## src/rtl/alu_response_monitor_if.sv

```systemverilog
// Bundle of ALU response-side signals observed by alu_response_monitor.
//   master: drives the ALU response (start, in_valid, opcode, y, flags) and reads status.
//   slave : the monitor; reads the response and drives handshake, status and results.
interface alu_response_monitor_if;
  logic        start;
  logic        in_valid;
  logic [3:0]  opcode;
  logic [31:0] y;
  logic [1:0]  flags;         // [0]=Z, [1]=N
  logic        in_ready;
  logic        busy;
  logic        done;
  logic [31:0] signature;
  logic [7:0]  txn_count;
  logic [7:0]  zero_count;
  logic [7:0]  neg_count;
  logic        illegal_seen;

  modport master (
    output start, in_valid, opcode, y, flags,
    input  in_ready, busy, done, signature, txn_count, zero_count, neg_count, illegal_seen
  );

  modport slave (
    input  start, in_valid, opcode, y, flags,
    output in_ready, busy, done, signature, txn_count, zero_count, neg_count, illegal_seen
  );
endinterface

```

## src/rtl/alu_response_monitor.sv

```systemverilog
// ALU response analyzer: over a run of N_TXN accepted samples it compacts each
// {opcode, y, flags} response into a 32-bit MISR signature and keeps saturating
// Z/N flag counts plus a sticky illegal-opcode flag. Pure observation logic.
// Ports:
//   clk   - single clock, rising edge
//   rst_n - asynchronous active-low reset
//   mon   - alu_response_monitor_if.slave (response inputs, handshake and results)
module alu_response_monitor #(
  parameter int unsigned N_TXN = 13,
  parameter logic [31:0] SEED  = 32'h0000_0000,
  parameter logic [31:0] POLY  = 32'h0040_0007
) (
  input  logic                        clk,
  input  logic                        rst_n,
  alu_response_monitor_if.slave       mon
);

  typedef enum logic [1:0] {StIdle, StRun, StDone} state_e;

  localparam logic [7:0] LastTxn = 8'(N_TXN);
  localparam logic [3:0] MaxOpcode = 4'd12;

  state_e      state_q, state_d;
  logic [31:0] sig_q, sig_d;
  logic [7:0]  txn_q, txn_d;
  logic [7:0]  zero_q, zero_d;
  logic [7:0]  neg_q, neg_d;
  logic        ill_q, ill_d;

  logic        accept;
  logic [31:0] data_word;

  // start takes priority over a sample presented in the same cycle.
  assign accept    = mon.in_valid && (state_q == StRun) && !mon.start;
  assign data_word = mon.y ^ {mon.opcode, 26'b0, mon.flags};

  always_comb begin
    state_d = state_q;
    sig_d   = sig_q;
    txn_d   = txn_q;
    zero_d  = zero_q;
    neg_d   = neg_q;
    ill_d   = ill_q;

    if (mon.start) begin
      state_d = StRun;
      sig_d   = SEED;
      txn_d   = 8'd0;
      zero_d  = 8'd0;
      neg_d   = 8'd0;
      ill_d   = 1'b0;
    end else if (accept) begin
      sig_d = {sig_q[30:0], 1'b0} ^ (sig_q[31] ? POLY : 32'h0) ^ data_word;
      txn_d = txn_q + 8'd1;
      if (mon.flags[0] && (zero_q != 8'hFF)) zero_d = zero_q + 8'd1;
      if (mon.flags[1] && (neg_q != 8'hFF))  neg_d  = neg_q + 8'd1;
      if (mon.opcode > MaxOpcode) ill_d = 1'b1;
      if (txn_d == LastTxn) state_d = StDone;
    end
  end

  always_ff @(posedge clk or negedge rst_n) begin
    if (!rst_n) begin
      state_q <= StIdle;
      sig_q   <= 32'h0;
      txn_q   <= 8'd0;
      zero_q  <= 8'd0;
      neg_q   <= 8'd0;
      ill_q   <= 1'b0;
    end else begin
      state_q <= state_d;
      sig_q   <= sig_d;
      txn_q   <= txn_d;
      zero_q  <= zero_d;
      neg_q   <= neg_d;
      ill_q   <= ill_d;
    end
  end

  assign mon.in_ready     = (state_q == StRun);
  assign mon.busy         = (state_q == StRun);
  assign mon.done         = (state_q == StDone);
  assign mon.signature    = sig_q;
  assign mon.txn_count    = txn_q;
  assign mon.zero_count   = zero_q;
  assign mon.neg_count    = neg_q;
  assign mon.illegal_seen = ill_q;

endmodule

```

## src/flat_wrapper.sv

```systemverilog
// flat-port wrapper written by rule: the top's interface ports become plain ports
module alu_response_monitor_flat 
#(
  parameter int unsigned N_TXN = 13,
  parameter logic [31:0] SEED  = 32'h0000_0000,
  parameter logic [31:0] POLY  = 32'h0040_0007
)
  (clk, rst_n, mon_start, mon_in_valid, mon_opcode, mon_y, mon_flags, mon_in_ready, mon_busy, mon_done, mon_signature, mon_txn_count, mon_zero_count, mon_neg_count, mon_illegal_seen);
  alu_response_monitor_if mon_i ();
  input  logic clk;
  input  logic rst_n;
  input wire logic [$bits(mon_i.start)-1:0] mon_start;
  input wire logic [$bits(mon_i.in_valid)-1:0] mon_in_valid;
  input wire logic [$bits(mon_i.opcode)-1:0] mon_opcode;
  input wire logic [$bits(mon_i.y)-1:0] mon_y;
  input wire logic [$bits(mon_i.flags)-1:0] mon_flags;
  output wire logic [$bits(mon_i.in_ready)-1:0] mon_in_ready;
  output wire logic [$bits(mon_i.busy)-1:0] mon_busy;
  output wire logic [$bits(mon_i.done)-1:0] mon_done;
  output wire logic [$bits(mon_i.signature)-1:0] mon_signature;
  output wire logic [$bits(mon_i.txn_count)-1:0] mon_txn_count;
  output wire logic [$bits(mon_i.zero_count)-1:0] mon_zero_count;
  output wire logic [$bits(mon_i.neg_count)-1:0] mon_neg_count;
  output wire logic [$bits(mon_i.illegal_seen)-1:0] mon_illegal_seen;
  assign mon_i.start = mon_start;
  assign mon_i.in_valid = mon_in_valid;
  assign mon_i.opcode = mon_opcode;
  assign mon_i.y = mon_y;
  assign mon_i.flags = mon_flags;
  assign mon_in_ready = mon_i.in_ready;
  assign mon_busy = mon_i.busy;
  assign mon_done = mon_i.done;
  assign mon_signature = mon_i.signature;
  assign mon_txn_count = mon_i.txn_count;
  assign mon_zero_count = mon_i.zero_count;
  assign mon_neg_count = mon_i.neg_count;
  assign mon_illegal_seen = mon_i.illegal_seen;
  alu_response_monitor #(.N_TXN(N_TXN), .SEED(SEED), .POLY(POLY)) u_core (.clk(clk), .rst_n(rst_n), .mon(mon_i));
endmodule
```

## config.mk

```make
export PLATFORM = sky130hd
export DESIGN_NAME = alu_response_monitor_flat
export DESIGN_NICKNAME = d
export VERILOG_FILES = /design/src/rtl/alu_response_monitor_if.sv /design/src/rtl/alu_response_monitor.sv /design/src/flat_wrapper.sv
export SDC_FILE = /design/constraint.sdc
export NUM_CORES = 1
export LEC_CHECK = 0
export CAP_MARGIN = 20
export CORE_MARGIN = 2
export CORE_UTILIZATION = 36
export DETAILED_ROUTE_END_ITERATION = 6
export PLACE_DENSITY = 0.66
export SYNTH_ARGS = -nofsm -noshare
export SYNTH_HDL_FRONTEND = slang
export SYNTH_SLANG_ARGS = --single-unit
```

## constraint.sdc

```tcl
create_clock -name clk -period 2.71 [get_ports clk]
set_clock_uncertainty 0.1 [all_clocks]
set_input_delay 0.542 -clock clk [delete_from_list [all_inputs] [get_ports clk]]
set_output_delay 0.542 -clock clk [all_outputs]
set_load 0.005 [all_outputs]
```

* Word level (Yosys, flattened, before mapping)
Cells that the tools add are included.
Word-level totals: output and inout port bits 60, word-level logic and storage cells 49, ROM bits 0, memory bits (writable) 0, flip-flop bits (word level) 59, bits in latches 0, memories kept 0
Cells by class: divide/modulo/power cells 0, equality and inequality tests 5, $lt $le $gt $ge 1, mux-type cells 17, add/subtract/negate cells 3, shifts and indexed selects 0, bitwise gates (word level) 3, multiply operators 0, reduce and logical (&&, ||, !) cells 14
Operators with widths (count):
- $xor 32x32->32 | 3
- $mux 32 | 2
- $mux 8 | 8
- $add 8x1->8 const B | 3
- $mux 23 | 1
- $ne 8x8->1 const B | 2
- $reduce_bool 2->1 | 5
- $eq 8x4->1 const B | 1
- $reduce_and 2->1 | 4
- $mux 2 | 3
- $gt 4x4->1 const B | 1
- $logic_and 1x1->1 | 4
- $mux 1 | 3
- $eq 2x1->1 const B | 1
- $eq 2x2->1 const B | 1
- $logic_not 1->1 | 1

* Logic depth before layout (Yosys ltp)
Gate-level depths: netlist of run 1.
depth after elaboration 5, mapped depth 6

* Worst setup path before layout of run 1
No wires, ideal clock.
path kind input port to flip-flop, from input port mon_in_valid, to register u_core.zero_q[7], in the netlist u_core.mon.zero_count[7], path buffers 1, arrival time 1.552 ns, setup slack 0.980 ns, required time 2.532 ns, setup time 0.078 ns, cell stages on the path 5, cell sequence and3b_1 buf_4 o221ai_4 or4_1 a21oi_1
Between the ends: word-level cells in the longest chain between the ends 4
RTL lines:
- start: declaration | line flat_wrapper.sv:13 | input wire logic [$bits(mon_i.in_valid)-1:0] mon_in_valid;
- $logic_and 1x1->1 (2 in a row) | line alu_response_monitor.sv:34 | assign accept = mon.in_valid && (state_q == StRun) && !mon.start;
- $reduce_bool 2->1 (no line)
- $reduce_and 2->1 (no line)
- end signal: assignment | line alu_response_monitor.sv:74 | zero_q <= zero_d;
- end: declaration | line alu_response_monitor.sv:26 | logic [7:0] zero_q, zero_d;
Every way passes these cells. A chain may end at the register's enable or synchronous reset.

* Worst setup path in the final report of run 1
from input port mon_in_valid, to register u_core.neg_q[5], in the netlist u_core.mon.neg_count[5]
Between the ends: word-level cells in the longest chain between the ends 4
RTL lines:
- $logic_and 1x1->1 (2 in a row) | line alu_response_monitor.sv:34
- $reduce_bool 2->1 (no line)
- $reduce_and 2->1 (no line)
- end signal: assignment | line alu_response_monitor.sv:75 | neg_q <= neg_d;
- end: declaration | line alu_response_monitor.sv:27 | logic [7:0] neg_q, neg_d;
Every way passes these cells.

==> results of run 1 <==
## metrics by stage
step	utilization	hold WS, ps	setup WS [ps]	total power [mW]
2_1_floorplan	-	146	980	1.18
3_3_place_gp	0.505	404	297	1.41
3_5_place_dp	0.505	414	264	1.41
4_1_cts	0.533	110	560	2.32
5_1_grt	0.533	130	469	2.42
6_report	0.533	94.7	569	2.30
## state kept, by name, indices dropped and copies added (netlist names)
register and flops:
u_core.mon.signature 32, u_core.mon.neg_count 8, u_core.mon.txn_count 8, u_core.mon.zero_count 8, u_core.state_q 2, u_core.mon.illegal_seen 1
## synthesized netlist by cell type, drive strengths merged
library cell   n
a211oi        25
a21oi         22
and3           2
and3b          1
buf           11
clkbuf         8
dfrtp         59
ha             4
inv            7
mux2i          2
nand2         24
nand3          8
nand3b         2
nand4          6
nor2          36
nor2b          1
nor3           2
nor4           1
o2111ai        2
o21ai          7
o221ai         2
o31ai          5
o32a           1
o32ai          1
or3            7
or4            5
xnor2         44
xor2           7
## cell families (layout without fill, tap and decap cells)
kind of cell             count (synthesis)  count (layout)  share of synthesized area
flip-flops                              59              59                      0.491
AND/OR/NAND/NOR                         95              95                      0.147
XOR/XNOR                                51              51                      0.149
adder cells (fa/ha/maj)                  4               4                     0.0167
AO/OA/AOI/OAI                           65              65                      0.149
multiplexers                             2               2                    0.00666
buffers and inverters                   26             131                     0.0400
## routing by layer
metal	up-vias	GRT usage	routed length, um
li1	1258	-	-
met1	1228	0.237	3470
met2	83	0.245	3340
met3	7	0.0387	563
met4	0	0.0616	64
met5	-	0	0
## cell type report
| type | instances | area, sq um |
|---|---|---|
| fill | 726 | 3800 |
| sequential | 59 | 1480 |
| multi-input combinational | 217 | 1410 |
| timing repair buffer | 108 | 1070 |
| clock buffer | 11 | 151 |
| tap | 105 | 131 |
| clock inverter | 5 | 75.1 |
| inverter | 7 | 26.3 |
## worst max-delay path: cells and delay by family
kind                   cells  cell delay (ps)
AND/OR/NAND/NOR            2              860
buffers and inverters      1              490
AO/OA/AOI/OAI              2              390
## report_power, final
part | switching [mW] | total [mW] | leakage, nW | internal [mW]
Combinational | 0.166 | 0.407 | 0.784 | 0.241
Sequential | 0.0542 | 0.986 | 0.786 | 0.932
Clock | 0.340 | 0.903 | 0.119 | 0.563
Total | 0.560 | 2.30 | 1.69 | 1.74
## worst paths after layout
kind	from	endpoint	slack, ps	cells past startpoint
worst min register to register	u_core.mon.illegal_seen	u_core.mon.illegal_seen	420	2
min in group clk	u_core.mon.illegal_seen	u_core.mon.illegal_seen	420	2
worst max-delay path	mon_in_valid	u_core.mon.neg_count[5]	570	5
max in group asynchronous	rst_n	u_core.mon.signature[4]	1710	2
worst min-delay path	rst_n	u_core.mon.signature[24]	90	1
worst max register to register	u_core.state_q[1]	u_core.mon.neg_count[5]	820	4
==> metrics.cfg, run 1 <==
[power_and_ir_drop]
leak_pwr_nw = 1.69
power_per_cell_area_nw_per_um2 = 530
ir_drop_mv = 0.270

[global_routing]
aggregate_global_routing_overflow = 0
grt_antenna_before_repair = 0
wire_length_of_the_first_global_routing_pass_um = 11700
number_of_global_route_vias_before_repair = 2323
track_usage = 0.166
grt_start_max_net_pins = 61

[finish]
antenna_cells = 0
final_cell_area_sq_um = 4340
layout-area-overhead-vs-synth_pct = 44.3
drive_gt1_frac = 0.0688
fin_cells = 512
mostFrequentLayoutCells = clkdlybuf4s50_1, dfrtp_1, xnor2_1
layout_commonest_cell = clkdlybuf4s50_1
number_of_nets_in_the_layout = 448

[floorplan]
core_sq_um = 8130
die_y_um = 95.4
fp.dieArea_sq_um = 9090
io_pins = 102
rows = 33
die_width_um = 95.4
floorplan.initialDensity = 0.369

[clocking]
cts_tree = built
cts_setup_buffers = 0
cts-root-to-sink-buffers = 2
post_cts_resized = 0
cts_inserted_buffers = 9
path_clk_slew_ps = 70
worst_skew_pair.late_latency_ps = 330
cts-hold-fix-buffers = 0
cts.sink_count = 59
htree_levels = 3
cts-root-buf = clkbuf_8

[timing]
final_min_period_over_clock_period = 0.790
setup_violations = 0
drv_slew = 0
final_hold_viol_count = 0
finalCriticalPeriod_ps = 2140
worst_slew_pin_slew_ps = 560
timing.setup.tns_ps = 0
maxSlewHeadroom = 0.627
rsz_0062_raised_after_global_routing = false
max_clock_freq_mhz = 467

[route]
wl_um = 7430
detailedRoute.firstIterationViolations = 88
route.detailed.wl_per_inst_um = 14.5
detail_route.drc_violations = 0
drt_pass1_iterations = 4
drt-vias-per-instance = 5.03
routed-via-count = 2576
detail_route_antenna_nets = 0

[flow_run]
timing.max_cap.violations = 0

[worst_setup_path]
worst_path_largest_cell_delay_ps = 500
timing_worst_setup_path_type = in2reg
critical_path.max_fanout = 9
worstSetupStartpointType = primary input
worstSetupEndpointType = flip-flop
slowest_stage = or4_1
cp_data_required_time_ps = 2860
crit_path_cell_trace = clkdlybuf4s50_1 -> and3b_2 -> o221ai_2 -> or4_1 -> a21oi_1
timing.critical_path.arrival_ps = 2290

[logic_synthesis]
syn_avg_cell_area_sq_um = 9.95
syn-num-nets = 348
mapped_cells = 302
synth_area_sq_um = 3000
synth-warning-count = 0
synth.lib_cells_used.distinct = 32
synth.yosys.seq_area_share = 0.491
yosys_register_bits = 59
leading_post_synthesis_cells_by_cell_area = dfrtp_1, xnor2_1, a211oi_1, nor2_1, a21oi_1
synth.largest_area_cell = dfrtp_1
yosysTopAreaCellShare = 0.491

[placed_design]
number_of_placed_instances_taps_included = 496
numPortBuffers = 101
place.gp.congestion = 0.753
detailedPlacementHpwl_um = 5210
detailed_place.area_sq_um = 4110

[hold_path]
worstHoldPathType = in2async

[run_status]
outcome = completed

No activity file was read; power rests on OpenSTA's default activity.
==> run 2: changes to the inputs <==
clock period = 2.1 ns   (was 2.71 ns; I/O delays follow)
==> run 2 against run 1 <==
Against the previous run: clock power down 4.9%; core utilization about the same; first-iteration DRC count up 5.7%; sequential cell count unchanged; setup slack worse by 470 ps; via count up 0.12%; hold slack better by 250 ps; critical path type is now reg2out; critical endpoint is now mon_in_ready.
==> metrics.cfg, run 2 (same netlist as run 1, synthesis figures left out) <==
[floorplan]
fp.dieArea_sq_um = 9090  ; unchanged
die_y_um = 95.4  ; unchanged
die_width_um = 95.4  ; unchanged
floorplan.initialDensity = 0.369  ; unchanged
io_pins = 102  ; unchanged
core_sq_um = 8130  ; unchanged
rows = 33  ; unchanged

[worst_setup_path]
timing_worst_setup_path_type = reg2out  ; was in2reg
timing.critical_path.arrival_ps = 1480  ; was 2290 ps
worst-r2r-cell-count = 4  ; unchanged
cp_data_required_time_ps = 1580  ; was 2860 ps
worstSetupStartpointType = flip-flop  ; was primary input
worstSetupEndpointType = primary output  ; was flip-flop
reg2reg_from = u_core.state_q[1]  ; unchanged
crit_path_cell_trace = nor2b_1 -> clkdlybuf4s50_1  ; was clkdlybuf4s50_1 -> and3b_2 -> o221ai_2 -> or4_1 -> a21oi_1
worstSetupPathDepth = 2  ; was 5
timing.critical_path.from = u_core.state_q[0]  ; was mon_in_valid
critical_path.max_fanout = 5  ; was 9
crit-reg2reg-capture = u_core.mon.neg_count[7]  ; was u_core.mon.neg_count[5]
endpoint = mon_in_ready  ; was u_core.mon.neg_count[5]
timing.critical_path.max_delay_family = buffers and inverters  ; was simple AND/OR/NAND/NOR gates
cp.buffers_inverters = 1  ; unchanged
slowest_stage = clkdlybuf4s50_1  ; was or4_1
worst_path_largest_cell_delay_ps = 530  ; was 500 ps
rrSetupSlack_ps = 270  ; was 820 ps

[placed_design]
detailedPlacementHpwl_um = 5380  ; was 5210 um
place.gp.congestion = 0.755  ; was 0.753
place_ws_ps = -166  ; was 264 ps
numPortBuffers = 101  ; unchanged

[finish]
mostFrequentLayoutCells = clkdlybuf4s50_1, dfrtp_1, xnor2_1  ; unchanged
number_of_nets_in_the_layout = 459  ; was 448
antenna_cells = 0  ; unchanged
layout-area-overhead-vs-synth_pct = 44.4  ; was 44.3%
largest_register_ff_count = 32  ; unchanged
filler_cell_count = 731  ; was 726
drive_gt1_frac = 0.0797  ; was 0.0688
layout_commonest_cell = clkdlybuf4s50_1  ; unchanged

[route]
routed-via-count = 2579  ; was 2576
wl_um = 7380  ; was 7430 um
detail_route_antenna_nets = 0  ; unchanged
drt_pass1_iterations = 4  ; unchanged
drt-vias-per-instance = 4.97  ; was 5.03
detailedRoute.firstIterationViolations = 93  ; was 88
route.detailed.wl_per_inst_um = 14.2  ; was 14.5 um
detail_route.drc_violations = 0  ; unchanged

[global_routing]
number_of_global_route_vias_before_repair = 2352  ; was 2323
track_usage = 0.167  ; was 0.166
wire_length_of_the_first_global_routing_pass_um = 11700  ; about the same
grt_antenna_before_repair = 0  ; unchanged
grt_start_max_net_pins = 31  ; was 61
global_route.usage.met2 = 0.241  ; was 0.245
gr-max-usage-layer = met1  ; was met2
grt_util_met3 = 0.0451  ; was 0.0387
global_route.usage.met1 = 0.244  ; was 0.237
aggregate_global_routing_overflow = 0  ; unchanged

[timing]
timing.setup.tns_ps = 0  ; unchanged
max_clock_freq_mhz = 501
setup_slack_ps = 103  ; was 569 ps
worst_slew_pin_slew_ps = 397  ; was 560 ps
final_min_period_over_clock_period = 0.951
rsz_0062_raised_after_global_routing = false  ; unchanged
setup_violations = 0  ; unchanged
maxSlewHeadroom = 0.736  ; was 0.627
final_layout_worst_hold_slack_ps = 349  ; was 94.7 ps
finalCriticalPeriod_ps = 2000
drv_slew = 0  ; unchanged
final_hold_viol_count = 0  ; unchanged

[clocking]
path_clk_slew_ps = 60  ; was 70 ps
post_cts_resized = 0  ; unchanged
cts-hold-fix-buffers = 1  ; was 0
worst_skew_pair.late_latency_ps = 320  ; was 330 ps
cts_inserted_buffers = 9  ; unchanged
cts-root-buf = clkbuf_8  ; unchanged
cts-root-to-sink-buffers = 2  ; unchanged
cts_setup_buffers = 0  ; unchanged
cts.sink_count = 59  ; unchanged
htree_levels = 3  ; unchanged
cts_tree = built  ; unchanged

[power_and_ir_drop]
ir_drop_mv = 0.277  ; was 0.270 mV
fin_total_pwr_mw = 2.67  ; was 2.30 mW
power_per_cell_area_nw_per_um2 = 615  ; was 530 nW/um^2
leak_pwr_nw = 1.70  ; was 1.69 nW

[run_status]
outcome = completed  ; unchanged

[flow_run]
timing.max_cap.violations = 0  ; unchanged

[hold_path]
worstHoldPathType = in2reg  ; was in2async

==> run 2: power breakdown <==
group | leakage (nW) | switching, mW | internal (mW)
clock network | 0.0803 | 0.392 | 0.467
registers | 0.786 | 0.0633 | 1.20
logic | 0.831 | 0.221 | 0.323
==> run 2: layer usage <==
metal / routed length (um) / vias to the layer above
li1: - / 1282
met1: 3500 / 1211
met5: 0 / -
met4: 62 / 0
met3: 549 / 6
met2: 3260 / 80
==> run 2: worst min-delay path by stage <==
stage               startpoint                        to  slack (ps)  cells after the start
finish               mon_start  u_core.mon.zero_count[4]         350                      2
global route         mon_start  u_core.mon.zero_count[6]         350                      2
CTS                      rst_n  u_core.mon.signature[25]         340                      2
detailed placement       rst_n  u_core.mon.signature[25]         140                      1
global placement         rst_n  u_core.mon.signature[25]         140                      1
floorplan                rst_n   u_core.mon.illegal_seen          20                      0
==> run 2: metrics by stage <==
step           area (sq um)   util  instances
6_report               4340  0.533        519
2_1_floorplan          3000      -        302
3_5_place_dp           4170  0.513        506
5_1_grt                4340  0.533        519
3_3_place_gp           4170  0.513        506
4_1_cts                4340  0.533        519
==> run 2: cell type report <==
type / instances / area, sq um / area share
well taps: 105 / 131 / 0.0303
flip-flops and latches: 59 / 1480 / 0.340
multi-input cells: 217 / 1410 / 0.325
repair buffers: 119 / 1140 / 0.263
clock buffers: 12 / 155 / 0.0358
inverters: 7 / 26.3 / 0.00606
==> run 3: changes to the inputs <==
CORE_MARGIN = default   (was 2)
==> run 3 against run 2 <==
Against the previous run: critical endpoint unchanged; core utilization grew 1.8 points; sequential cell count is the same; sequential share of layout area shrank 0.088 points; power grew 0.74%; setup slack gained 39 ps; first-iteration DRC count grew 2.2%; combinational power shrank 1%; die area shrank 4.2%; fmax grew 2.0%; largest cell class unchanged; critical path type unchanged; hold slack lost 14 ps; via count shrank 1.2%.
==> metrics.cfg, run 3 (same netlist as run 1, synthesis figures left out) <==
[run_status]
outcome = completed  ; unchanged

[clocking]
cts-root-buf = clkbuf_8  ; unchanged
post_cts_resized = 0  ; unchanged
cts_setup_buffers = 0  ; unchanged
cts-root-to-sink-buffers = 2  ; unchanged
cts_tree = built  ; unchanged
cts.sink_count = 59  ; unchanged
htree_levels = 3  ; unchanged
cts-hold-fix-buffers = 1  ; unchanged
path_clk_slew_ps = 60  ; about the same
worst_skew_pair.late_latency_ps = 330  ; was 320 ps
cts_inserted_buffers = 9  ; unchanged

[global_routing]
track_usage = 0.174  ; was 0.167
wire_length_of_the_first_global_routing_pass_um = 11800  ; was 11700 um
grt_start_max_net_pins = 55  ; was 31
number_of_global_route_vias_before_repair = 2472  ; was 2352
aggregate_global_routing_overflow = 0  ; unchanged
grt_antenna_before_repair = 0  ; unchanged

[finish]
antenna_cells = 0  ; unchanged
number_of_nets_in_the_layout = 457  ; was 459
drive_gt1_frac = 0.0795  ; was 0.0797
layout_commonest_cell = clkdlybuf4s50_1  ; unchanged
area_taken_by_multi_input_logic_gates_sq_um = 1410  ; unchanged
final_util = 0.551  ; was 0.533
final_cell_area_sq_um = 4350  ; was 4340 sq um
ff_latch_area_sq_um = 1480  ; unchanged
largest_register_ff_count = 32  ; unchanged
mostFrequentLayoutCells = clkdlybuf4s50_1, dfrtp_1, xnor2_1  ; unchanged
layout-area-overhead-vs-synth_pct = 44.7  ; was 44.4%
filler_cell_count = 721  ; was 731
fin_cells = 517  ; was 519

[worst_setup_path]
worst-r2r-cell-count = 5  ; was 4
cp.buffers_inverters = 1  ; unchanged
timing.critical_path.max_delay_family = buffers and inverters  ; unchanged
slowest_stage = clkdlybuf4s50_1  ; unchanged
timing.critical_path.arrival_ps = 1440  ; was 1480 ps
crit-reg2reg-capture = u_core.mon.neg_count[7]  ; unchanged
rrSetupSlack_ps = 260  ; was 270 ps
reg2reg_from = u_core.mon.neg_count[0]  ; was u_core.state_q[1]
worst_path_largest_cell_delay_ps = 520  ; was 530 ps
critical_path.max_fanout = 5  ; unchanged
cp_data_required_time_ps = 1580  ; about the same
worstSetupEndpointType = primary output  ; unchanged
crit_path_cell_trace = nor2b_1 -> clkdlybuf4s50_1  ; unchanged
worstSetupStartpointType = flip-flop  ; unchanged
timing_worst_setup_path_type = reg2out  ; unchanged

[route]
detail_route.drc_violations = 0  ; unchanged
drt-vias-per-instance = 4.93  ; was 4.97
drt_pass1_iterations = 4  ; unchanged
detailedRoute.firstIterationViolations = 95  ; was 93
route.detailed.wl_per_inst_um = 14.1  ; was 14.2 um
routed-via-count = 2547  ; was 2579
wl_um = 7290  ; was 7380 um
detail_route_antenna_nets = 0  ; unchanged

[placed_design]
detailedPlacementHpwl_um = 5210  ; was 5380 um
detailed_place.area_sq_um = 4180  ; was 4170 sq um
numPortBuffers = 101  ; unchanged
place.gp.congestion = 0.822  ; was 0.755
place_ws_ps = -162  ; was -166 ps
number_of_placed_instances_taps_included = 501  ; was 506

[timing]
rsz_0062_raised_after_global_routing = false  ; unchanged
max_clock_freq_mhz = 511  ; was 501 MHz
final_layout_worst_hold_slack_ps = 336  ; was 349 ps
final_min_period_over_clock_period = 0.932  ; was 0.951
drv_slew = 0  ; unchanged
setup_violations = 0  ; unchanged
finalCriticalPeriod_ps = 1960  ; was 2000 ps
worst_slew_pin_slew_ps = 443  ; was 397 ps
final_hold_viol_count = 0  ; unchanged
setup_slack_ps = 142  ; was 103 ps
maxSlewHeadroom = 0.705  ; was 0.736

[floorplan]
die_width_um = 93.4  ; was 95.4 um
die_y_um = 93.4  ; was 95.4 um
io_pins = 102  ; unchanged
core_sq_um = 7890  ; was 8130 sq um
fp.dieArea_sq_um = 8710  ; was 9090 sq um
floorplan.initialDensity = 0.381  ; was 0.369
rows = 32  ; was 33

[hold_path]
min_to = u_core.mon.signature[0]  ; was u_core.mon.zero_count[4]
worst_hold_path.num_cells = 2  ; unchanged
holdCritStartpoint = mon_start  ; unchanged
worstHoldPathType = in2reg  ; unchanged

[power_and_ir_drop]
power_per_cell_area_nw_per_um2 = 618  ; was 615 nW/um^2
leak_pwr_nw = 1.70  ; about the same
ir_drop_mv = 0.296  ; was 0.277 mV

[flow_run]
timing.max_cap.violations = 0  ; unchanged

run 3: worst reg2reg max path: stages (launching register included):
cell and delay, ps:
dfrtp_1 420, ha_1 270, nand3_1 100, o221ai_2 200
or4_1 510, a21oi_1 160
run 3: per-stage QoR:
step | setup TNS (ps) | power [mW]
finish | 0 | 2.69
global route | 0 | 2.82
CTS | 0 | 2.71
detailed placement | -1080 | 1.84
global placement | -385 | 1.83
floorplan | 0 | 1.53
run 3: layer usage:
metal	GRT usage	wire [um]	vias to the layer above
li1	-	-	1273
met1	0.242	3540	1191
met2	0.268	3220	73
met3	0.0398	443	10
met4	0.0577	82	0
met5	0	0	-
run 3: final cells by class:
| type | instances | area share |
|---|---|---|
| Timing Repair Buffer | 117 | 0.264 |
| Multi-Input combinational cell | 217 | 0.324 |
| Clock inverter | 3 | 0.00345 |
| Inverter | 7 | 0.00604 |
| Clock buffer | 12 | 0.0334 |
| Sequential cell | 59 | 0.340 |
| Tap cell | 102 | 0.0294 |
run 3: worst max-delay path by stage:
| stage | start | to | cells past startpoint |
|---|---|---|---|
| floorplan | u_core.mon.zero_count[0] | u_core.mon.zero_count[7] | 5 |
| global placement | mon_in_valid | u_core.mon.neg_count[5] | 5 |
| detailed placement | mon_in_valid | u_core.mon.neg_count[7] | 5 |
| CTS | u_core.state_q[0] | mon_in_ready | 2 |
| global route | u_core.state_q[0] | mon_busy | 2 |
| finish | u_core.state_q[0] | mon_in_ready | 2 |
run 3: power by group:
part           leakage, nW  internal (mW)  total [mW]  switching, mW
logic                0.830          0.324       0.538          0.214
registers            0.786           1.20        1.27         0.0710
clock network       0.0860          0.448       0.877          0.429
total                 1.70           1.97        2.69          0.714
